**src/rtl/fde_pkg.sv**
```systemverilog
// rtl/fde_pkg.sv - shared definitions for the FDE CPU controller and execute unit
// Purpose: opcode encodings, controller state encoding, instruction field
//          positions and the default instruction width.
// Ports:   none (package)
package fde_pkg;

  localparam int INSTR_W_DEF = 16;

  // Instruction field bit positions: [15:12] opcode, [11:8] dest, [7:4] src1, [3:0] src2
  localparam int OPC_MSB  = 15;
  localparam int OPC_LSB  = 12;
  localparam int DST_MSB  = 11;
  localparam int DST_LSB  = 8;
  localparam int SRC1_MSB = 7;
  localparam int SRC1_LSB = 4;
  localparam int SRC2_MSB = 3;
  localparam int SRC2_LSB = 0;

  localparam logic [3:0] OP_NOP  = 4'b0000;
  localparam logic [3:0] OP_ADD  = 4'b0001;
  localparam logic [3:0] OP_SUB  = 4'b0010;
  localparam logic [3:0] OP_LS   = 4'b0100;
  localparam logic [3:0] OP_RS   = 4'b1000;
  localparam logic [3:0] OP_HALT = 4'b1111;

  typedef enum logic [2:0] {
    ST_IDLE,
    ST_FETCH,
    ST_DECODE,
    ST_EXECUTE,
    ST_WRITEBACK,
    ST_HALTED
  } state_t;

  // Result-producing opcodes; these are the only ones that get a writeback.
  function automatic logic is_alu(input logic [3:0] op);
    return (op == OP_ADD) || (op == OP_SUB) || (op == OP_LS) || (op == OP_RS);
  endfunction

  function automatic logic is_legal(input logic [3:0] op);
    return is_alu(op) || (op == OP_NOP) || (op == OP_HALT);
  endfunction

endpackage

```
**src/rtl/fde_if.sv**
```systemverilog
// rtl/fde_if.sv - instruction-memory fetch handshake interface
// Purpose: groups the req/valid fetch bus between controller and imem.
// Signals: imem_req   - fetch request, held until accepted
//          imem_addr  - fetch address, stable while imem_req is high
//          imem_valid - instruction data valid
//          imem_data  - instruction word
// Modports: master (controller side), slave (memory side)
interface fde_if #(
  parameter int PC_W    = 8,
  parameter int INSTR_W = 16
);
  logic               imem_req;
  logic [PC_W-1:0]    imem_addr;
  logic               imem_valid;
  logic [INSTR_W-1:0] imem_data;

  modport master (
    output imem_req,
    output imem_addr,
    input  imem_valid,
    input  imem_data
  );

  modport slave (
    input  imem_req,
    input  imem_addr,
    output imem_valid,
    output imem_data
  );
endinterface

```
**src/rtl/fde_pc.sv**
```systemverilog
// rtl/fde_pc.sv - program counter with load, increment and hold
// Purpose: PC register; load has priority over increment, wraps modulo 2^PC_W.
// Ports:   clk, rst (async active-high), load + load_val, inc, pc (current value)
module fde_pc #(
  parameter int PC_W = 8
) (
  input  logic            clk,
  input  logic            rst,
  input  logic            load,
  input  logic [PC_W-1:0] load_val,
  input  logic            inc,
  output logic [PC_W-1:0] pc
);

  always_ff @(posedge clk or posedge rst) begin
    if (rst) begin
      pc <= '0;
    end else if (load) begin
      pc <= load_val;
    end else if (inc) begin
      pc <= pc + PC_W'(1);
    end
  end

endmodule

```
**src/rtl/fde_controller.sv**
```systemverilog
// rtl/fde_controller.sv - fetch/decode/execute/writeback sequencer for the FDE CPU
// Purpose: owns PC, IR and the FSM; fetches over the imem handshake, drives
//          register-file read addresses, execute opcode and the write strobe.
// Ports:   i_clk, i_reset (async active-high), i_start, i_start_pc,
//          imem (fde_if.master fetch bus), o_rd_add1, o_rd_add2, o_opcode,
//          o_write_en, o_write_add, o_pc, o_busy, o_halted, o_illegal
module fde_controller
  import fde_pkg::*;
#(
  parameter int PC_W    = 8,
  parameter int INSTR_W = INSTR_W_DEF
) (
  input  logic            i_clk,
  input  logic            i_reset,
  input  logic            i_start,
  input  logic [PC_W-1:0] i_start_pc,
  fde_if.master           imem,
  output logic [3:0]      o_rd_add1,
  output logic [3:0]      o_rd_add2,
  output logic [3:0]      o_opcode,
  output logic            o_write_en,
  output logic [3:0]      o_write_add,
  output logic [PC_W-1:0] o_pc,
  output logic            o_busy,
  output logic            o_halted,
  output logic            o_illegal
);

  state_t             state, state_nxt;
  logic [INSTR_W-1:0] ir;
  logic [PC_W-1:0]    pc;
  logic               illegal;
  logic               pc_load, pc_inc, ir_load, illegal_set, illegal_clr;
  logic [3:0]         opc;

  assign opc = ir[OPC_MSB:OPC_LSB];

  fde_pc #(.PC_W(PC_W)) u_pc (
    .clk      (i_clk),
    .rst      (i_reset),
    .load     (pc_load),
    .load_val (i_start_pc),
    .inc      (pc_inc),
    .pc       (pc)
  );

  assign imem.imem_addr = pc;
  assign o_pc           = pc;
  assign o_illegal      = illegal;

  always_ff @(posedge i_clk or posedge i_reset) begin
    if (i_reset) begin
      state   <= ST_IDLE;
      ir      <= '0;
      illegal <= 1'b0;
    end else begin
      state <= state_nxt;
      if (ir_load) begin
        ir <= imem.imem_data;
      end
      // Clear and set never coincide: clear happens only on start from IDLE/HALTED.
      if (illegal_clr) begin
        illegal <= 1'b0;
      end else if (illegal_set) begin
        illegal <= 1'b1;
      end
    end
  end

  always_comb begin
    state_nxt     = state;
    pc_load       = 1'b0;
    pc_inc        = 1'b0;
    ir_load       = 1'b0;
    illegal_set   = 1'b0;
    illegal_clr   = 1'b0;
    imem.imem_req = 1'b0;
    o_rd_add1     = 4'h0;
    o_rd_add2     = 4'h0;
    o_opcode      = 4'h0;
    o_write_en    = 1'b0;
    o_write_add   = 4'h0;
    o_busy        = 1'b0;
    o_halted      = 1'b0;

    case (state)
      ST_IDLE, ST_HALTED: begin
        // Memory responses arriving here are ignored: no req, no IR load.
        o_halted = (state == ST_HALTED);
        if (i_start) begin
          state_nxt   = ST_FETCH;
          pc_load     = 1'b1;
          illegal_clr = 1'b1;
        end
      end
      ST_FETCH: begin
        o_busy        = 1'b1;
        imem.imem_req = 1'b1;
        if (imem.imem_valid) begin
          ir_load   = 1'b1;
          state_nxt = ST_DECODE;
        end
      end
      ST_DECODE: begin
        o_busy    = 1'b1;
        o_rd_add1 = ir[SRC1_MSB:SRC1_LSB];
        o_rd_add2 = ir[SRC2_MSB:SRC2_LSB];
        state_nxt = (opc == OP_HALT) ? ST_HALTED : ST_EXECUTE;
      end
      ST_EXECUTE: begin
        o_busy    = 1'b1;
        o_rd_add1 = ir[SRC1_MSB:SRC1_LSB];
        o_rd_add2 = ir[SRC2_MSB:SRC2_LSB];
        o_opcode  = opc;
        if (is_alu(opc)) begin
          state_nxt = ST_WRITEBACK;
        end else begin
          state_nxt   = ST_FETCH;
          pc_inc      = 1'b1;
          illegal_set = !is_legal(opc);
        end
      end
      ST_WRITEBACK: begin
        // Always leaves after one cycle, so the strobe can never repeat back-to-back.
        o_busy      = 1'b1;
        o_rd_add1   = ir[SRC1_MSB:SRC1_LSB];
        o_rd_add2   = ir[SRC2_MSB:SRC2_LSB];
        o_opcode    = opc;
        o_write_en  = 1'b1;
        o_write_add = ir[DST_MSB:DST_LSB];
        pc_inc      = 1'b1;
        state_nxt   = ST_FETCH;
      end
      default: begin
        state_nxt = ST_IDLE;
      end
    endcase
  end

endmodule

```
**src/flat_wrapper.sv**
```systemverilog
// flat-port wrapper written by rule: the top's interface ports become plain ports
module fde_controller_flat import fde_pkg::*;
#(
  parameter int PC_W    = 8,
  parameter int INSTR_W = INSTR_W_DEF
)
  (i_clk, i_reset, i_start, i_start_pc, o_rd_add1, o_rd_add2, o_opcode, o_write_en, o_write_add, o_pc, o_busy, o_halted, o_illegal, imem_imem_req, imem_imem_addr, imem_imem_valid, imem_imem_data);
  fde_if #(.PC_W(PC_W), .INSTR_W(INSTR_W)) imem_i ();
  input  logic i_clk;
  input  logic i_reset;
  input  logic i_start;
  input  logic [PC_W-1:0] i_start_pc;
  output logic [3:0] o_rd_add1;
  output logic [3:0] o_rd_add2;
  output logic [3:0] o_opcode;
  output logic o_write_en;
  output logic [3:0] o_write_add;
  output logic [PC_W-1:0] o_pc;
  output logic o_busy;
  output logic o_halted;
  output logic o_illegal;
  output wire logic [$bits(imem_i.imem_req)-1:0] imem_imem_req;
  output wire logic [$bits(imem_i.imem_addr)-1:0] imem_imem_addr;
  input wire logic [$bits(imem_i.imem_valid)-1:0] imem_imem_valid;
  input wire logic [$bits(imem_i.imem_data)-1:0] imem_imem_data;
  assign imem_imem_req = imem_i.imem_req;
  assign imem_imem_addr = imem_i.imem_addr;
  assign imem_i.imem_valid = imem_imem_valid;
  assign imem_i.imem_data = imem_imem_data;
  fde_controller #(.PC_W(PC_W), .INSTR_W(INSTR_W)) u_core (.i_clk(i_clk), .i_reset(i_reset), .i_start(i_start), .i_start_pc(i_start_pc), .imem(imem_i), .o_rd_add1(o_rd_add1), .o_rd_add2(o_rd_add2), .o_opcode(o_opcode), .o_write_en(o_write_en), .o_write_add(o_write_add), .o_pc(o_pc), .o_busy(o_busy), .o_halted(o_halted), .o_illegal(o_illegal));
endmodule
```
**config.mk**
```make
export PLATFORM = sky130hd
export DESIGN_NAME = fde_controller_flat
export DESIGN_NICKNAME = d
export VERILOG_FILES = /design/src/rtl/fde_pkg.sv /design/src/rtl/fde_if.sv /design/src/rtl/fde_pc.sv /design/src/rtl/fde_controller.sv /design/src/flat_wrapper.sv
export SDC_FILE = /design/constraint.sdc
export NUM_CORES = 1
export LEC_CHECK = 0
export BUFFER_PORTS_ARGS = -buffer_cell sky130_fd_sc_hd__buf_2
export CORE_ASPECT_RATIO = 2
export CORE_MARGIN = 4
export CORE_UTILIZATION = 40
export DETAILED_ROUTE_END_ITERATION = 7
export GPL_TIMING_DRIVEN = 0
export PLACE_DENSITY = 0.77
export SETUP_SLACK_MARGIN = 0.2
export SYNTH_ARGS = -nofsm -noshare
export SYNTH_HDL_FRONTEND = slang
export SYNTH_HIERARCHICAL = 1
export SYNTH_SLANG_ARGS = --single-unit
```
**constraint.sdc**
```tcl
create_clock -name i_clk -period 3.1 [get_ports i_clk]
set_input_delay 0.31 -clock i_clk [delete_from_list [all_inputs] [get_ports i_clk]]
set_output_delay 0.31 -clock i_clk [all_outputs]
set_load 0.05 [all_outputs]
```
# ---- Word-level counts from Yosys, hierarchy flattened
# Cells that the tools add are included.
# Widths: inputs -> output; s select.
dict set report classes {
  n_addsub 1
  eq_ne 12
  muxes 25
  reduce_logical 15
}
# op count
set ops {}
lappend ops {{$mux 4} 4}
lappend ops {{$mux 8} 2}
lappend ops {{$pmux 3 s5} 1}
lappend ops {{$mux 1} 13}
lappend ops {{$mux 3} 4}
lappend ops {{$add 8x1->8 const B} 1}
lappend ops {{$eq 4x4->1 const B} 2}
lappend ops {{$eq 3x2->1 const B} 2}
lappend ops {{$eq 3x3->1 const B} 2}
lappend ops {{$logic_or 1x1->1} 5}
lappend ops {{$eq 4x1->1 const B} 1}
lappend ops {{$eq 4x2->1 const B} 1}
lappend ops {{$eq 4x3->1 const B} 1}
lappend ops {{$logic_not 4->1} 1}
lappend ops {{$ne 2x2->1 const B} 2}
lappend ops {{$reduce_bool 2->1} 2}
lappend ops {{$reduce_or 2->1} 2}
lappend ops {{$reduce_or 4->1} 1}
lappend ops {{$eq 3x1->1 const B} 1}
lappend ops {{$logic_not 3->1} 1}
lappend ops {{$reduce_or 3->1} 1}
lappend ops {{$pmux 1 s2} 1}
lappend ops {{$reduce_and 2->1} 1}
lappend ops {{$logic_not 1->1} 1}
dict set report word_totals {
  register_bits 28
  in_bits 28
  out_inout_bits 37
}

# ---- Logic depth before layout (Yosys ltp)
dict set report logic_depth {
  depth_word 11
  ltp_mapped 8
  ltp_nobuf 7
}

# ---- Modules after synthesis
# The synthesis kept the hierarchy.
# module n_inst cells_per_inst area_each_um2 seq_area_each_um2
set by_module_without_submodules {}
lappend by_module_without_submodules {fde_controller 1 102 1111.1 500.5}
lappend by_module_without_submodules {fde_pc 1 50 445.4 200.2}

# ---- Worst setup path after synthesis
# No wires, ideal clock.
dict set report synth_timing {
  path_type {flip-flop to output port}
  from {register u_core.state[1]}
  to {output o_rd_add1[0]}
  arrival_ns 2.439
  t_required_ns 2.790
  setup_slack_ns 0.351
  stages_incl_launch_ff 6
  path_cell_list {dfrtp_1 -> buf_2 -> nand2b_1 -> nor2_1 -> nor2_1 -> nor2b_1}
}
dict set report synth_between {
  elab_chain_cells 3
  elab_cells_between_ends 5
  classes_between {eq/ne: 3; mux: 1; reduce/logical: 1}
}
# element line
set synth_lines {}
lappend synth_lines {{start: declaration} fde_controller.sv:29} ;# state_t state, state_nxt;
lappend synth_lines {{start signal: assignment} fde_controller.sv:57} ;# state <= state_nxt;
lappend synth_lines {{$eq 3x2->1 or $eq 3x3->1 (tied branches)} fde_controller.sv:86} ;# case (state)
lappend synth_lines {{$reduce_or 3->1 (no source line) (*)} -}
lappend synth_lines {{$mux 4 (*)} fde_controller.sv:86}
lappend synth_lines {{end: declaration} flat_wrapper.sv:13} ;# output logic [3:0] o_rd_add1;
# Every way passes the cells marked *; elsewhere a longest branch is shown, timed or not.

# ---- Worst setup path in the final report
dict set report layout_timing {
  from {register u_core.state[0]}
  to {output o_rd_add1[0]}
}
# The elaborated chain is that of the path after synthesis.

==> metrics.md <==
| Metric | Value |
|---|---|
| Mux cell area share after synthesis | 0.129 |
| Vias per cell | 4.85 |
| Die X | 52.1 microns |
| Adder-cell share of the synthesized area | 0.00804 |
| Most frequent cells in the layout | 66 x buf_2, 28 x dfrtp_1, 16 x mux2_2 |
| RSZ-0062 raised after global routing | false |
| Fmax | 447 MHz |
| Post-synth EDFFs | 0 |
| Gr ovfl total | 0 |
| CTS buffer count | 3 |
| Period utilization | 0.722 |
| Synthesized instance count | 152 |
| Setup TNS | 0 ns |
| Run status | finished clean |
| Met2 wire length | 1990 microns |
| Area growth syn-to-layout | 29.7% |
| Final hold vios | 0 |
| Initial DRC Count | 10 |
| Starting Density | 0.422 |
| Crit-path max FO | 10 |
| Initial antenna violation count | 0 |
| Post-Route Skew | 0.00425 ns |
| Critical path type | flip-flop to output port |
| Multi-input gate area | 733 sq um |
| Netlist Area Pre-Place | 1560 sq um |
| Routed wl met3 | 225 microns |
| FILL cells | 359 |
| DRT Pass-1 Iters | 4 |
| Main combinational cell family by area after synthesis | simple AND/OR/NAND/NOR gates |
| Synth Flop Type | dfrtp_1 |
| Vias in the first global route | 1,368 |
| Library cells used by synthesis | 34 |
| # rows | 31 |
| Nets | 251 |
| Critical Path RT | 2.79 ns |
| Final wirelength | 3580 microns |
| CP Capture Type | output port |
| Clock latency on the worst-skew pair | 0.27 ns |
| Top Metal Used | met4 |
| Register bit total from synthesis | 28 |
| Root Driver | clkbuf_8 |
| Total Die Area | 5010 sq um |
| XOR/XNOR share of the synthesized area | 0.0394 |
| Async S/R FF share, synth | 1.00 |
| First-pass GRT wire length | 5940 microns |
| Vias | 1,309 |
| CTS tree | built |
| Core area | 3680 sq um |
| Max-cap violation count | 0 |
| Share of layout cells above drive strength 1 | 0.448 |
| Yosys warns | 6 |
| CTS HTree Levels | 1 |
| Clock sink count | 28 |
| Post-synthesis simple-gate area fraction | 0.232 |
| Worst EP arrival | 1.93 ns |
| Dominant cell type by area after synthesis | dfrtp_1 |
| DRC | 0 |
| Clock-pin slew on the worst setup and hold paths | 0.10 ns |
| Post-synth top area share | 0.450 |
| Register Area | 701 sq um |
| Startpoint Class | flip-flop |
| PortBufs | 64 |
| Clk buf depth | 2 |
| Antenna Nets Post-Route | 0 |
| Synth Area per Inst | 10.2 sq um |
| Max-slew headroom | 0.497 |
| Worst Max-Slew Pin Slew | 0.753 ns |
| Post-synthesis compound-gate area fraction | 0.0627 |
| All-Layer GR Usage | 0.157 |
| Tmin final | 2.24 ns |
| Routability Congestion | 0.788 |
| Most common cell after layout, fill and taps aside | buf_2 |
| Antenna cells | 0 |
| Routed wire per std cell | 13.2 microns |
| Top Ports | 65 |
| Die Span Y | 96.2 microns |
| Synth area leaders | dfrtp_1 45%, mux2_2 12%, nor2b_1 5.2% |
| Max-slew violations | 0 |
| Setup-failing EPs final | 0 |
| WL met1 | 1300 microns |
| Synth Net Count | 181 |
| Hold Path Class | input port to flip-flop |
| Pin count of the biggest net entering global routing | 21 |
| Sequential area share after synthesis | 0.450 |
| DP Wirelength | 2810 microns |
path summary, 6_finish.rpt:
kind / startpoint / slack [ns] / end / cells after the start
worst max-delay path: u_core/state[0] / 0.86 / o_rd_add1[0] / 5
worst min-delay path: i_start_pc[5] / 0.24 / u_core/u_pc/pc[5] / 3
worst max register to register: u_core/ir[13] / 0.96 / u_core/u_pc/pc[5] / 8
worst min register to register: u_core/ir[8] / 0.51 / u_core/ir[8] / 1
max in group asynchronous: i_reset / 1.90 / u_core/ir[5] / 3
min in group asynchronous: i_reset / 0.54 / u_core/u_pc/pc[0] / 3
layer usage:
layer,vias up,track usage
met3,4,0.0341
li1,656,-
met1,614,0.155
met5,-,0
met2,35,0.292
met4,0,0.0788
layout make-up:
cell class / instances / share of cell area
Tap cell: 49 / 0.0304
Multi-Input combinational cell: 104 / 0.363
Clock inverter: 1 / 0.0149
Inverter: 5 / 0.00929
Sequential cell: 28 / 0.347
Buffer: 15 / 0.0514
Clock buffer: 3 / 0.0204
Timing Repair Buffer: 65 / 0.164
cells in the mapped netlist, types with 2 or more instances:
cell      instances
and2_1            4
and3_1            4
buf_2             2
buf_4             8
buf_6             2
clkbuf_1          3
dfrtp_1          28
inv_1             4
mux2_2           16
mux2i_1           2
nand2_1          12
nand3_1           6
nand3b_1          2
nand4_1           4
nor2_1            6
nor2b_1          13
nor3_1            2
nor4b_1           2
o21ai_0           9
o21ai_1           2
or4_1             3
xnor2_1           2
xor2_1            5
sequential cells by signal, summed over array words and instances (netlist names):
signal            count
u_core/ir            16
u_core/u_pc/pc        8
u_core/state          3
u_core/o_illegal      1
critical path, cell delays in order (launching register included):
cell and delay (ns):
dfrtp_1 0.37, clkbuf_1 0.34, nor2_1 0.16, nor2_1 0.44, nor2b_1 0.11, buf_2 0.23
metrics by stage:
stage               worst slack [ns]  hold WS (ns)  instance area, sq um   util  instances
finish                         0.860         0.239                  2020  0.548        270
global placement                1.01         0.288                  1940  0.526        265
CTS                            0.859         0.231                  2020  0.548        270
floorplan                      0.351         0.126                  1560      -        152
detailed placement             0.979         0.292                  1940  0.526        265
global route                   0.660         0.233                  2020  0.548        270
cell families after synthesis:
kind of cell | Yosys count
AOI/OAI and AO/OA | 17
xor gates and xnor gates | 7
adders and majority gates | 1
buffers and inverters | 20
DFF | 28
muxes | 18
and+or+nand+nor | 61
what timing repair did:
| action | CTS | global route |
|---|---|---|
| setup buffers | 0 | 0 |
| hold buffers | 1 | 0 |
| hold endpoints to repair | 8 | 0 |
| resized for setup | 0 | 0 |
Power is left out: the tool's default activity adds up to more than one toggle a clock period on the data nets, which glitch-free logic cannot reach.
